File: src/rtl/i2c_codec_target.sv
// i2c_codec_target
// I2C target modelling a WM8731-style codec control port. Decodes 3-byte
// write frames (device address 0x34, reg_addr[6:0]/data[8], data[7:0]),
// acknowledges them, and mirrors the writes into a 16 x 9-bit shadow
// register file.
//
// Ports:
//   clk, reset   system clock, synchronous active-high reset
//   scl, sda_in  asynchronous I2C bus inputs
//   sda_oe       1 = pull SDA low (open-drain)
//   busy         high between a detected START and the next STOP
//   wr_valid     one-clk pulse per committed register write
//   wr_addr      register address of the last write (held)
//   wr_data      data of the last write (held)
//   rd_addr      shadow register read index
//   rd_data      registered shadow register read data
//   nack_count   saturating count of NACKs issued
module i2c_codec_target #(
    parameter logic [6:0] DEV_ADDR    = 7'h1A,
    parameter int         SYNC_STAGES = 2
) (
    input  logic       clk,
    input  logic       reset,
    input  logic       scl,
    input  logic       sda_in,
    output logic       sda_oe,
    output logic       busy,
    output logic       wr_valid,
    output logic [6:0] wr_addr,
    output logic [8:0] wr_data,
    input  logic [3:0] rd_addr,
    output logic [8:0] rd_data,
    output logic [7:0] nack_count
);

    typedef enum logic [3:0] {
        S_IDLE, S_ADDR, S_ACK_A, S_BYTE1, S_ACK_1,
        S_BYTE2, S_ACK_2, S_EXTRA, S_NACK, S_IGNORE
    } state_t;

    state_t state, state_n;

    logic [SYNC_STAGES-1:0] scl_sync, sda_sync;
    logic       scl_prev, sda_prev;
    logic       scl_s, sda_s;
    logic       scl_rise, scl_fall, start, stop;
    logic [3:0] bit_cnt;
    logic [7:0] shift;
    logic [7:0] byte1;
    logic       byte_done, shifting;
    logic       oe_n, nack_inc, commit, latch_b1;
    logic [6:0] commit_addr;
    logic [8:0] regs [16];

    // Synchronizer plus history flop; resets to the idle-bus level
    always_ff @(posedge clk) begin
        if (reset) begin
            scl_sync <= '1;
            sda_sync <= '1;
            scl_prev <= 1'b1;
            sda_prev <= 1'b1;
        end else begin
            scl_sync <= {scl_sync[SYNC_STAGES-2:0], scl};
            sda_sync <= {sda_sync[SYNC_STAGES-2:0], sda_in};
            scl_prev <= scl_s;
            sda_prev <= sda_s;
        end
    end

    assign scl_s    = scl_sync[SYNC_STAGES-1];
    assign sda_s    = sda_sync[SYNC_STAGES-1];
    assign scl_rise = scl_s & ~scl_prev;
    assign scl_fall = ~scl_s & scl_prev;
    // SDA may only move while SCL is low; an SDA edge with SCL steady high is a bus condition
    assign start    = scl_s & scl_prev & sda_prev & ~sda_s;
    assign stop     = scl_s & scl_prev & ~sda_prev & sda_s;

    assign byte_done   = (bit_cnt == 4'd8);
    assign shifting    = (state == S_ADDR) || (state == S_BYTE1) ||
                         (state == S_BYTE2) || (state == S_EXTRA);
    assign commit_addr = byte1[7:1];

    // Next-state logic; every ACK/NACK decision is taken on an SCL falling edge
    always_comb begin
        state_n  = state;
        oe_n     = sda_oe;
        nack_inc = 1'b0;
        commit   = 1'b0;
        latch_b1 = 1'b0;
        if (start) begin
            state_n = S_ADDR;
        end else if (stop) begin
            state_n = S_IDLE;
        end else if (scl_fall) begin
            case (state)
                S_ADDR: if (byte_done) begin
                    if (shift[7:1] == DEV_ADDR) begin
                        if (!shift[0]) begin
                            state_n = S_ACK_A;
                            oe_n    = 1'b1;
                        end else begin
                            state_n  = S_NACK;
                            nack_inc = 1'b1;
                        end
                    end else begin
                        state_n = S_IGNORE;
                    end
                end
                S_ACK_A: begin
                    state_n = S_BYTE1;
                    oe_n    = 1'b0;
                end
                S_BYTE1: if (byte_done) begin
                    state_n  = S_ACK_1;
                    oe_n     = 1'b1;
                    latch_b1 = 1'b1;
                end
                S_ACK_1: begin
                    state_n = S_BYTE2;
                    oe_n    = 1'b0;
                end
                S_BYTE2: if (byte_done) begin
                    state_n = S_ACK_2;
                    oe_n    = 1'b1;
                end
                S_ACK_2: begin
                    state_n = S_EXTRA;
                    oe_n    = 1'b0;
                    commit  = 1'b1;
                end
                S_EXTRA: if (byte_done) begin
                    state_n  = S_NACK;
                    nack_inc = 1'b1;
                end
                S_NACK: state_n = S_IGNORE;
                default: ;
            endcase
        end
    end

    always_ff @(posedge clk) begin
        if (reset) begin
            state      <= S_IDLE;
            sda_oe     <= 1'b0;
            busy       <= 1'b0;
            bit_cnt    <= '0;
            nack_count <= '0;
        end else begin
            state  <= state_n;
            sda_oe <= oe_n;
            if (start)
                busy <= 1'b1;
            else if (stop)
                busy <= 1'b0;
            // Counter restarts on every state change so each byte state begins at bit 0
            if (start || (state_n != state))
                bit_cnt <= '0;
            else if (scl_rise && shifting && !byte_done)
                bit_cnt <= bit_cnt + 4'd1;
            if (nack_inc && (nack_count != 8'hFF))
                nack_count <= nack_count + 8'd1;
        end
    end

    // Byte shifter; held through the ACK clock so byte 2 is still present at commit
    always_ff @(posedge clk) begin
        if (!start && scl_rise && shifting && !byte_done)
            shift <= {shift[6:0], sda_s};
        if (latch_b1)
            byte1 <= shift;
    end

    // Commit and shadow register file
    always_ff @(posedge clk) begin
        if (reset) begin
            wr_valid <= 1'b0;
            wr_addr  <= '0;
            wr_data  <= '0;
            rd_data  <= '0;
            for (int i = 0; i < 16; i++)
                regs[i] <= '0;
        end else begin
            wr_valid <= commit;
            rd_data  <= regs[rd_addr];
            if (commit) begin
                wr_addr <= commit_addr;
                wr_data <= {byte1[0], shift};
                if (commit_addr <= 7'h0E)
                    regs[byte1[4:1]] <= {byte1[0], shift};
                else if (commit_addr == 7'h0F)
                    for (int i = 0; i < 16; i++)
                        regs[i] <= '0;
            end
        end
    end

endmodule
File: config.mk
export PLATFORM = sky130hd
export DESIGN_NAME = i2c_codec_target
export DESIGN_NICKNAME = d
export VERILOG_FILES = /design/src/rtl/i2c_codec_target.sv
export SDC_FILE = /design/constraint.sdc
export NUM_CORES = 1
export LEC_CHECK = 0
export ABC_AREA = 1
export BUFFER_PORTS_ARGS = -buffer_cell sky130_fd_sc_hd__buf_2
export CAP_MARGIN = 20
export CORE_MARGIN = 2
export CORE_UTILIZATION = 50
export DETAILED_ROUTE_END_ITERATION = 6
export PLACE_DENSITY_LB_ADDON = 0.05
export SYNTH_ARGS = -nofsm -noshare
export SYNTH_HDL_FRONTEND = slang
export SYNTH_SLANG_ARGS = --single-unit
File: constraint.sdc
create_clock -name clk -period 5.5 [get_ports clk]
set_clock_uncertainty 0.15 [all_clocks]
set_input_delay 1.65 -clock clk [delete_from_list [all_inputs] [get_ports clk]]
set_output_delay 1.65 -clock clk [all_outputs]
set_load 0.02 [all_outputs]
Word level (Yosys, flattened, before mapping)
Memory sizes are Yosys's and may differ from the RTL's. A register that Yosys moved wholly into a read port is not among the register bits.
Cells that the tools add are included.
{ "word_totals": {"ff_bits": 57, "output_inout_bits": 36, "ram_bits": 144, "inputBits": 8, "mem_count": 1} }
{ "classes": {"muxes": 63, "addsub": 2, "reduce_logical": 19, "n_lt_le_gt_ge": 1, "n_eq_ne": 17, "bitwise_logic": 29} }
{ "memory_table": {"columns": ["memory", "depth", "width", "rd", "rd_clocked_by_memory_dff", "wr", "line_no", "source"], "rows": [
  ["regs", 16, 9, 1, 1, 16, "53", "logic [8:0] regs [16];"]
]} }
{ "op_table": {"columns": ["op", "n"], "rows": [
  ["$mux W9", 17],
  ["$mux W4", 10],
  ["$mux W1", 33],
  ["$pmux W4 S8", 1],
  ["$eq A4 B3 Y1 const B", 4],
  ["$or A1 B1 Y1", 16],
  ["$reduce_or A9 Y1", 1],
  ["$add A8 B1 Y8 const B", 1],
  ["$eq A4 B2 Y1 const B", 2],
  ["$eq A4 B4 Y1 const B", 2],
  ["$ne A8 B8 Y1 const B", 1],
  ["$reduce_and A8 Y1", 1],
  ["$and A1 B1 Y1", 7],
  ["$eq A7 B4 Y1 const B", 1],
  ["$eq A7 B5 Y1 const B", 1],
  ["$le A7 B4 Y1 const B", 1],
  ["$logic_and A1 B1 Y1", 6],
  ["$not A1 Y1", 6],
  ["$add A4 B1 Y4 const B", 1],
  ["$eq A4 B1 Y1 const B", 1],
  ["$logic_or A1 B1 Y1", 4],
  ["$ne A2 B1 Y1 const B", 2],
  ["$ne A2 B2 Y1 const B", 2],
  ["$ne A4 B4 Y1", 1],
  ["other kinds (7)", 9]
]} }

Depth between registers and ports, before layout
{ "depth": {"word_depth": 10, "ltp_mapped": 15, "ltp_nobuf": 15} }

Worst setup path before layout
OpenSTA, ideal clock, no wires.
{ "synth_path": {"path_kind": "in2reg", "startpoint": "in reset", "endpoint": "mem regs[0][0] (enable)", "stages": 4, "slack_ps": 2435, "t_arrival_ps": 2609, "setup_time_ps": 306, "cell_sequence": "clkbuf_1 -> a31oi_1 -> buf_2 -> nand2_1"} }
{ "synth_lines": {"columns": ["element", "line_no", "source"], "rows": [
  ["start, declared", "23", "input logic reset,"],
  ["end, declared", "53", null]
]} }

==> out/results.ini <==
[logic_synthesis]
synthFlopType = edfxtp_1
synth-seq-cells = 210
synth-edff-count = 160
synth-seq-area-share_pct = 64.8
async_flop_share_pct = 0
synth_top_area_share_pct = 53.6
yosys_warnings = 0
synth_cell_types = 35
avgSynthCellArea_um2 = 10.1
syn_inst = 887
syn-cell-area_um2 = 8960
yosys.area.top_type = edfxtp_1
synthTopCellsByArea = edfxtp_1 54%, dfxtp_1 11%, nor2_1 10%

[global_route]
grt_pass1_wl_mm = 36.1
antenna_found_initial = 0
grtUsageTotal_pct = 25.4
overflow = 0
grt_pass1_vias = 6487
grt_max_degree = 74

[critical_path]
crit_path_max_fanout = 29
arrival_ps = 3330
start_kind = input port
rrSetupSlack_ps = 2700
required_ps = 5520
endpoint_kind = flip-flop
crit_type = in2reg

[floorplanning]
rows = 48
io_pins = 44
start_util_pct = 51.5
die_x_um = 138
core_um2 = 17400
dieHeight_um = 138
die-area_um2 = 19000

[clocking]
clock-sinks = 210
cts.repair.resized = 0
clkSlewWorstSetupHoldPaths_ps = 60
insertion_delay_ps = 510
cts_tree = yes
ctsHoldBuffers = 0
cts_buffers = 23
cts_buffer_depth = 3
cts_htree_levels = 1
post_cts_buffers = 0
cts.root.buffer_cell = clkbuf_16

[outcome]
status = finished clean

[route]
antenna_left = 0
wirelength_mm = 23.0
wl_per_cell_um = 19.7
drc = 0
viasPerCell = 5.72
firstDrtPassIters = 5
drtIter0Drc = 638
via_count = 6662

[place]
gp_congestion = 0.898
io_buffer_count = 43
place_inst = 1122
dp_hpwl_mm = 15.3
dpl_cell_area_um2 = 9340

[timing]
report.final.slew_viol_count = 0
slew_headroom_pct = 39.3
worstMarginPinSlew_ps = 905
finalSetupTns_ps = 0
whs_ps = 263
setup_viol_count_final = 0
fmax_mhz = 302
fin_crit_sh_pct = 60.2
rsz0062_at_grt = no
final_hold_viol_count = 0
min_period_ps = 3310

[finish]
multi_input_area_um2 = 2830
sequential_cell_area_um2 = 5810
fillers = 1468
final_cell_count_no_fill = 1164
final_common_cell = nor2_1
drive_above_1_share_pct = 12.5
fin_area_um2 = 10100
final_cell_mix = 247 x nor2_1, 160 x edfxtp_1, 93 x o21ai_0
layout.nets = 933
diodes = 0
areaGrowthSynthToFinish_pct = 12.9

[worst_hold_path]
hold_class = reg2reg

[power_and_ir_drop]
swShare_pct = 22.2
peakVddDrop_mv = 0.261
p_leak_uw = 0.00394
p_comb_share_pct = 4.6
p_clk_share_pct = 44.8
power_density_nw_per_um2 = 345
seqPwrFrac_pct = 50.6
power.internal_uw = 2720
switchingPower_uw = 775

[flow_run]
cap_violations = 0

worst max-delay path, stage by stage:
cell and delay (ps):
buf_2 290, nor2_2 220, nand2_2 150, nor3_4 390
nand2_2 230, nand2_1 390
layer usage:
layer	GRT usage, %	wire length (µm)	part of all wire [%]	up-vias
met3	4.17	1520	6.6	66
met5	0	0	0	-
met4	9.52	877	3.8	0
met2	40.8	11100	48	269
met1	35.1	9520	41	3182
li1	-	-	-	3145
through the flow:
step	utilization [%]	power, µW	worst slack (ps)
4_1_cts	58.1	3510	2160
3_3_place_gp	53.6	1960	1680
2_1_floorplan	-	1900	2440
5_1_grt	58.1	3590	2010
3_5_place_dp	53.6	1960	1630
6_report	58.1	3500	2190
logic make-up after synthesis:
family / after synthesis / share of synthesized area [%]
simple gates: 393 / 18.6
other cells: 1 / 0.0418
compound gates: 181 / 11.7
buf+inv: 94 / 3.95
fa+ha+maj: 3 / 0.419
flops: 210 / 64.8
xor+xnor: 5 / 0.489
final cells by class:
type,count,share of cell area [%]
clock buffer,26,5.90
clock inverter,16,1.77
inverter,50,1.85
multi-input combinational,591,28.0
sequential,210,57.4
tap,225,2.78
timing repair buffer,46,2.35
path summary, 6_finish.rpt:
kind                    start  cells after the start             to
setup / recovery        reset                      6     regs[4][8]
hold reg to reg   scl_sync[0]                      1    scl_sync[1]
setup reg to reg     shift[5]                     10  nack_count[3]
hold / removal    scl_sync[0]                      1    scl_sync[1]
state kept, by name, indices dropped and copies added, names as in the netlist, 4 cells and up:
signal,count
bit_cnt,4
byte1,8
nack_count,8
rd_data,9
regs,144
shift,8
state,4
wr_addr,7
wr_data,9
cell usage after synthesis, drive strengths merged (8+ instances only):
| cell type | n |
|---|---|
| nor2 | 250 |
| inv | 43 |
| dfxtp | 50 |
| o21ai | 93 |
| nand2 | 97 |
| o22ai | 11 |
| edfxtp | 160 |
| clkbuf | 42 |
| o211ai | 11 |
| nor3 | 8 |
| a21oi | 36 |
| o221ai | 25 |
| nand3 | 27 |
power by group through the flow:
stage / Combinational (µW) / Clock, µW / Sequential (µW)
final: 160 / 1570 / 1770
after global routing: 178 / 1640 / 1770
after CTS: 158 / 1580 / 1770
after detailed placement: 158 / 0 / 1800
after global placement: 156 / 0 / 1810
after floorplan: 107 / 0 / 1800
Note: power is estimated with default switching activity, not from simulation.
